`src/rtl/mem_pkg.sv`:
```
// Shared types for the RAM arbiter: CPU command codes, arbiter FSM states, owner encoding.
// Pure declarations; no timing or flow control lives here.
package mem_pkg;

  typedef logic [1:0] mem_cmd_t;

  localparam mem_cmd_t MNONE  = 2'b00;
  localparam mem_cmd_t MREAD  = 2'b01;
  localparam mem_cmd_t MWRITE = 2'b10;

  typedef enum logic [1:0] {
    CPU_OWN   = 2'd0,
    DBG_ISSUE = 2'd1,
    DBG_DONE  = 2'd2
  } arb_state_t;

  typedef enum logic {
    OWNER_CPU = 1'b0,
    OWNER_DBG = 1'b1
  } owner_t;

  // The unused encoding 2'b11 behaves exactly like an idle cycle.
  function automatic mem_cmd_t norm_cmd(input mem_cmd_t cmd);
    return (cmd == 2'b11) ? MNONE : cmd;
  endfunction

endpackage

```
`src/rtl/cpu_access_tracker.sv`:
```
// Remembers the last CPU access that reached the RAM and flags a fresh one.
// Zero-latency cpu_new; registers update only on cycles the CPU actually proceeds.
module cpu_access_tracker
  import mem_pkg::*;
#(
  parameter int ADDR_W = 9
) (
  input  logic              clk,
  input  logic              reset,
  input  logic              load,
  input  mem_cmd_t          cmd,
  input  logic [ADDR_W-1:0] addr,
  output logic              cpu_new
);

  mem_cmd_t          prev_cmd;
  logic [ADDR_W-1:0] prev_addr;

  always_ff @(posedge clk or negedge reset) begin
    if (!reset) begin
      prev_cmd  <= MNONE;
      prev_addr <= '0;
    end else if (load) begin
      prev_cmd  <= cmd;
      prev_addr <= addr;
    end
  end

  // A repeat of the previous command/address is the CPU's wait-state half.
  assign cpu_new = (cmd != MNONE) && ((cmd != prev_cmd) || (addr != prev_addr));

endmodule

```
`src/rtl/mem_arbiter.sv`:
```
// Shares one single-port RAM between the CPU (transparent, stalled when displaced) and a debug req/ack port.
// Debug ack 2 cycles after grant; CPU continuations are never preempted; round-robin on new accesses.
module mem_arbiter
  import mem_pkg::*;
#(
  parameter int ADDR_W = 9,
  parameter int DATA_W = 16
) (
  input  logic              clk,
  input  logic              reset,
  input  mem_cmd_t          cpu_cmd,
  input  logic [ADDR_W-1:0] cpu_addr,
  input  logic [DATA_W-1:0] cpu_wdata,
  output logic [DATA_W-1:0] cpu_rdata,
  output logic              cpu_stall,
  input  logic              dbg_req,
  input  logic              dbg_we,
  input  logic [ADDR_W-1:0] dbg_addr,
  input  logic [DATA_W-1:0] dbg_wdata,
  output logic              dbg_ack,
  output logic [DATA_W-1:0] dbg_rdata,
  output logic [ADDR_W-1:0] ram_addr,
  output logic [DATA_W-1:0] ram_din,
  output logic              ram_we,
  input  logic [DATA_W-1:0] ram_dout
);

  arb_state_t        state;
  owner_t            last_owner;
  logic [DATA_W-1:0] dbg_hold;
  mem_cmd_t          cmd_n;
  logic              cpu_busy;
  logic              cpu_new;
  logic              grant;
  logic              cpu_go;
  logic              dbg_drive;

  assign cmd_n     = norm_cmd(cpu_cmd);
  assign cpu_busy  = (cmd_n != MNONE);
  assign dbg_drive = (state == DBG_ISSUE);

  assign grant = (state == CPU_OWN) && dbg_req &&
                 (!cpu_busy || (cpu_new && (last_owner == OWNER_CPU)));

  assign cpu_stall = cpu_busy && (dbg_drive || grant);
  assign cpu_go    = !dbg_drive && !cpu_stall;

  cpu_access_tracker #(.ADDR_W(ADDR_W)) u_tracker (
    .clk     (clk),
    .reset   (reset),
    .load    (cpu_go),
    .cmd     (cmd_n),
    .addr    (cpu_addr),
    .cpu_new (cpu_new)
  );

  assign ram_addr  = dbg_drive ? dbg_addr  : cpu_addr;
  assign ram_din   = dbg_drive ? dbg_wdata : cpu_wdata;
  // Gated by reset so a held CPU write cannot corrupt RAM while in reset.
  assign ram_we    = reset && (dbg_drive ? dbg_we : (cmd_n == MWRITE));
  assign cpu_rdata = ram_dout;
  assign dbg_rdata = (state == DBG_DONE) ? ram_dout : dbg_hold;

  always_ff @(posedge clk or negedge reset) begin
    if (!reset) begin
      state      <= CPU_OWN;
      last_owner <= OWNER_CPU;
      dbg_hold   <= '0;
      dbg_ack    <= 1'b0;
    end else begin
      dbg_ack <= 1'b0;
      unique case (state)
        CPU_OWN: begin
          if (grant) begin
            state      <= DBG_ISSUE;
            last_owner <= OWNER_DBG;
          end else if (cpu_new && cpu_go) begin
            last_owner <= OWNER_CPU;
          end
        end
        DBG_ISSUE: begin
          state   <= DBG_DONE;
          dbg_ack <= 1'b1;
        end
        DBG_DONE: begin
          state <= CPU_OWN;
          if (!dbg_we) dbg_hold <= ram_dout;
          // The CPU gets the port back this cycle, so a fresh access here counts as its turn.
          if (cpu_new && cpu_go) last_owner <= OWNER_CPU;
        end
        default: state <= CPU_OWN;
      endcase
    end
  end

endmodule

```
`config.mk`:
```
export PLATFORM = sky130hd
export DESIGN_NAME = mem_arbiter
export DESIGN_NICKNAME = d
export VERILOG_FILES = /design/src/rtl/mem_pkg.sv /design/src/rtl/cpu_access_tracker.sv /design/src/rtl/mem_arbiter.sv
export SDC_FILE = /design/constraint.sdc
export NUM_CORES = 1
export LEC_CHECK = 0
export ABC_AREA = 1
export CAP_MARGIN = 20
export CORE_ASPECT_RATIO = 1.75
export CORE_UTILIZATION = 59
export CTS_CLUSTER_DIAMETER = 60
export DETAILED_ROUTE_END_ITERATION = 7
export DONT_BUFFER_PORTS = 1
export PLACE_DENSITY = 0.75
export SYNTH_ARGS = -nofsm -noshare
export SYNTH_HDL_FRONTEND = slang
export SYNTH_SLANG_ARGS = --single-unit
```
`constraint.sdc`:
```
create_clock -name clk -period 2.6 [get_ports clk]
set_input_delay 0.26 -clock clk [delete_from_list [all_inputs] [get_ports clk]]
set_output_delay 0.26 -clock clk [all_outputs]
set_load 0.1 [all_outputs]
```
==> results.cfg <==
[placed_design]
pre_cts_slack_ns = 0.7371
dpl.hpwl_um = 3830
dpl-instance-area_mm2 = 0.002688
place.gp.congestion = 0.8247
io_buffers = 0

[layout]
area_delta_synth_final_pct = 38.14
final_nets = 416
diodes = 0
fin_util = 0.8741
final_layout_size_suffix_gt1_frac = 0.2427
stdcell_area_mm2 = 0.002805

[worst_setup_path]
required_ns = 2.34
critPathBufInv = 4
crit_path_end_kind = output pin
path_cells = inv_1, nor2_2, buf_4, inv_1, nand2_1, nand2_1, buf_12
cp-start-kind = flip-flop
arrival_ns = 1.92
crit_type = flip-flop to output pin
cp_max_fo = 20
slowest_stage = inv_1
worst_path_largest_cell_delay_ns = 0.45
critPathTopFamily = buffers and inverters

[synthesis]
synth_cells = 315
netlist_area_mm2 = 0.002031
netlist.area_leader.share = 0.3820
synth_most_common_cell = nand2_1
yosys.area.top_type = dfrtp_1
synth-main-ff-cell = dfrtp_1
syn-mean-instance-area_um2 = 6.447
synth_seq_area_share = 0.3820
synth_area_leaders = dfrtp_1 38%, nand2_1 29%, o21ai_0 9.9%, inv_1 7.2%, buf_4 5.9%
synth_async_sr_flop_share = 1.000
synth_edf_count = 0
synthTopCellsByCount = 156 x nand2_1, 40 x o21ai_0, 39 x inv_1
yosysUniqueCellTypes = 19
ys_ff_latch = 31
synth_nets = 389
synth_warnings = 0

[timing]
worst_pin_slew_ns = 0.8724
setup_viol = 0
fin_tns_setup_ns = 0
finalCriticalPeriod_ns = 2.180
fmax_mhz = 458.7
clock_skew_ns = 0.003037
rsz0062_at_grt = no
post-route-period-util = 0.8384
finalHoldViolations = 0
slew_viol_final = 0
worst_slack_ns = 0.4201
maxSlewHeadroom = 0.4188

[floorplan]
start_util = 0.6327
io_pins = 132
core_area_mm2 = 0.003209
die_width_um = 46.35
dieArea_mm2 = 0.003690
rows = 27
die_y_um = 79.61

[job]
max_cap_violations = 0

[grt]
grt.overflow.total = 0
grt_pass1_vias = 2079
antenna_found_initial = 0
grt_usage = 0.3245
grt_pass1_wl_um = 8597
grt_start_max_net_pins = 33

[run_status]
status = completed

[cts]
cts_buffers = 5
cts_tree = built
path_clk_slew_ns = 0.06
post_cts_resize_count = 0
clock_sinks = 31
htree_levels = 2
cts_hold_buf = 2
clockRootBuffer = clkbuf_8
cts_setup_buffers = 0
clock_latency_ns = 0.28
clockBufferDepth = 2

[routing]
drt_first_iter_violations = 50
vias = 2018
drcViolationCount = 0
viasPerCell = 5.242
wl_per_cell_um = 13.75
wl_um = 5292
drt-pass1-iter-count = 4
ant_nets = 0

[hold_path]
min_path_type = input port to flip-flop
-- state kept, by name, indices dropped and copies added, names as in the netlist --
register / cells
dbg_hold: 16
state: 2
dbg_ack: 1
u_tracker.prev_addr: 9
last_owner: 1
u_tracker.prev_cmd: 2
-- placed cells by master, fill, tap and decap left out, drive strengths merged --
| cell type | synthesis | final |
|---|---|---|
| nand2 | 157 | 157 |
| buf | 18 | 48 |
| o21ai | 40 | 40 |
| inv | 39 | 39 |
| dfrtp | 31 | 31 |
| clkbuf | 11 | 6 |
| nor2 | 6 | 6 |
| xnor2 | 4 | 4 |
| a21oi | 2 | 2 |
| ha | 2 | 2 |
| xor2 | 1 | 1 |
| nand3 | 1 | 1 |
| nor3 | 1 | 1 |
| o21bai | 1 | 1 |
| a41oi | 1 | 1 |
| clkinv | 0 | 1 |
| dlygate4sd3 | 0 | 1 |
-- metrics by stage --
| step | std cells | hold WS [ns] |
|---|---|---|
| global route | 385 | 0.09776 |
| global placement | 376 | -0.03495 |
| floorplan | 315 | -0.03559 |
| finish | 385 | 0.1018 |
| CTS | 385 | 0.09573 |
| detailed placement | 376 | -0.03469 |
-- cells by family after synthesis --
family          synth area share
simple gates              0.3112
buf+inv                   0.1596
compound gates            0.1134
flops                     0.3820
xor+xnor                 0.02156
fa+ha+maj                0.01232
-- area by class of cell --
class | count | area [µm²]
clock inverter | 1 | 5.005
fill | 189 | 404.1
timing repair buffer | 49 | 720.7
sequential | 31 | 775.7
inverter | 39 | 146.4
tap | 43 | 53.80
clock buffer | 6 | 82.58
multi-input combinational | 216 | 1021
-- routing by layer --
layer,GRT usage,part of all wire
met1,0.2912,0.33
met2,0.6056,0.57
met3,0.09050,0.075
met4,0.1529,0.028
met5,0,0
-- worst paths after layout --
kind / from / endpoint / slack [ns] / depth (start not counted)
max: state[0]$_DFFE_PN0P_ / ram_din[7] / 0.42 / 7
min: cpu_addr[0] / u_tracker.prev_addr[0]$_DFFE_PN0P_ / 0.10 / 2
max reg2reg: u_tracker.prev_addr[2]$_DFFE_PN0P_ / u_tracker.prev_addr[2]$_DFFE_PN0P_ / 0.82 / 12
min reg2reg: dbg_hold[9]$_DFFE_PN0P_ / dbg_hold[9]$_DFFE_PN0P_ / 0.49 / 2
max in group asynchronous: reset / u_tracker.prev_addr[1]$_DFFE_PN0P_ / 2.01 / 2
min in group asynchronous: reset / dbg_hold[5]$_DFFE_PN0P_ / 0.43 / 2
Power is left out: the tool's default activity adds up to more than one toggle a clock period on the data nets, which glitch-free logic cannot reach.
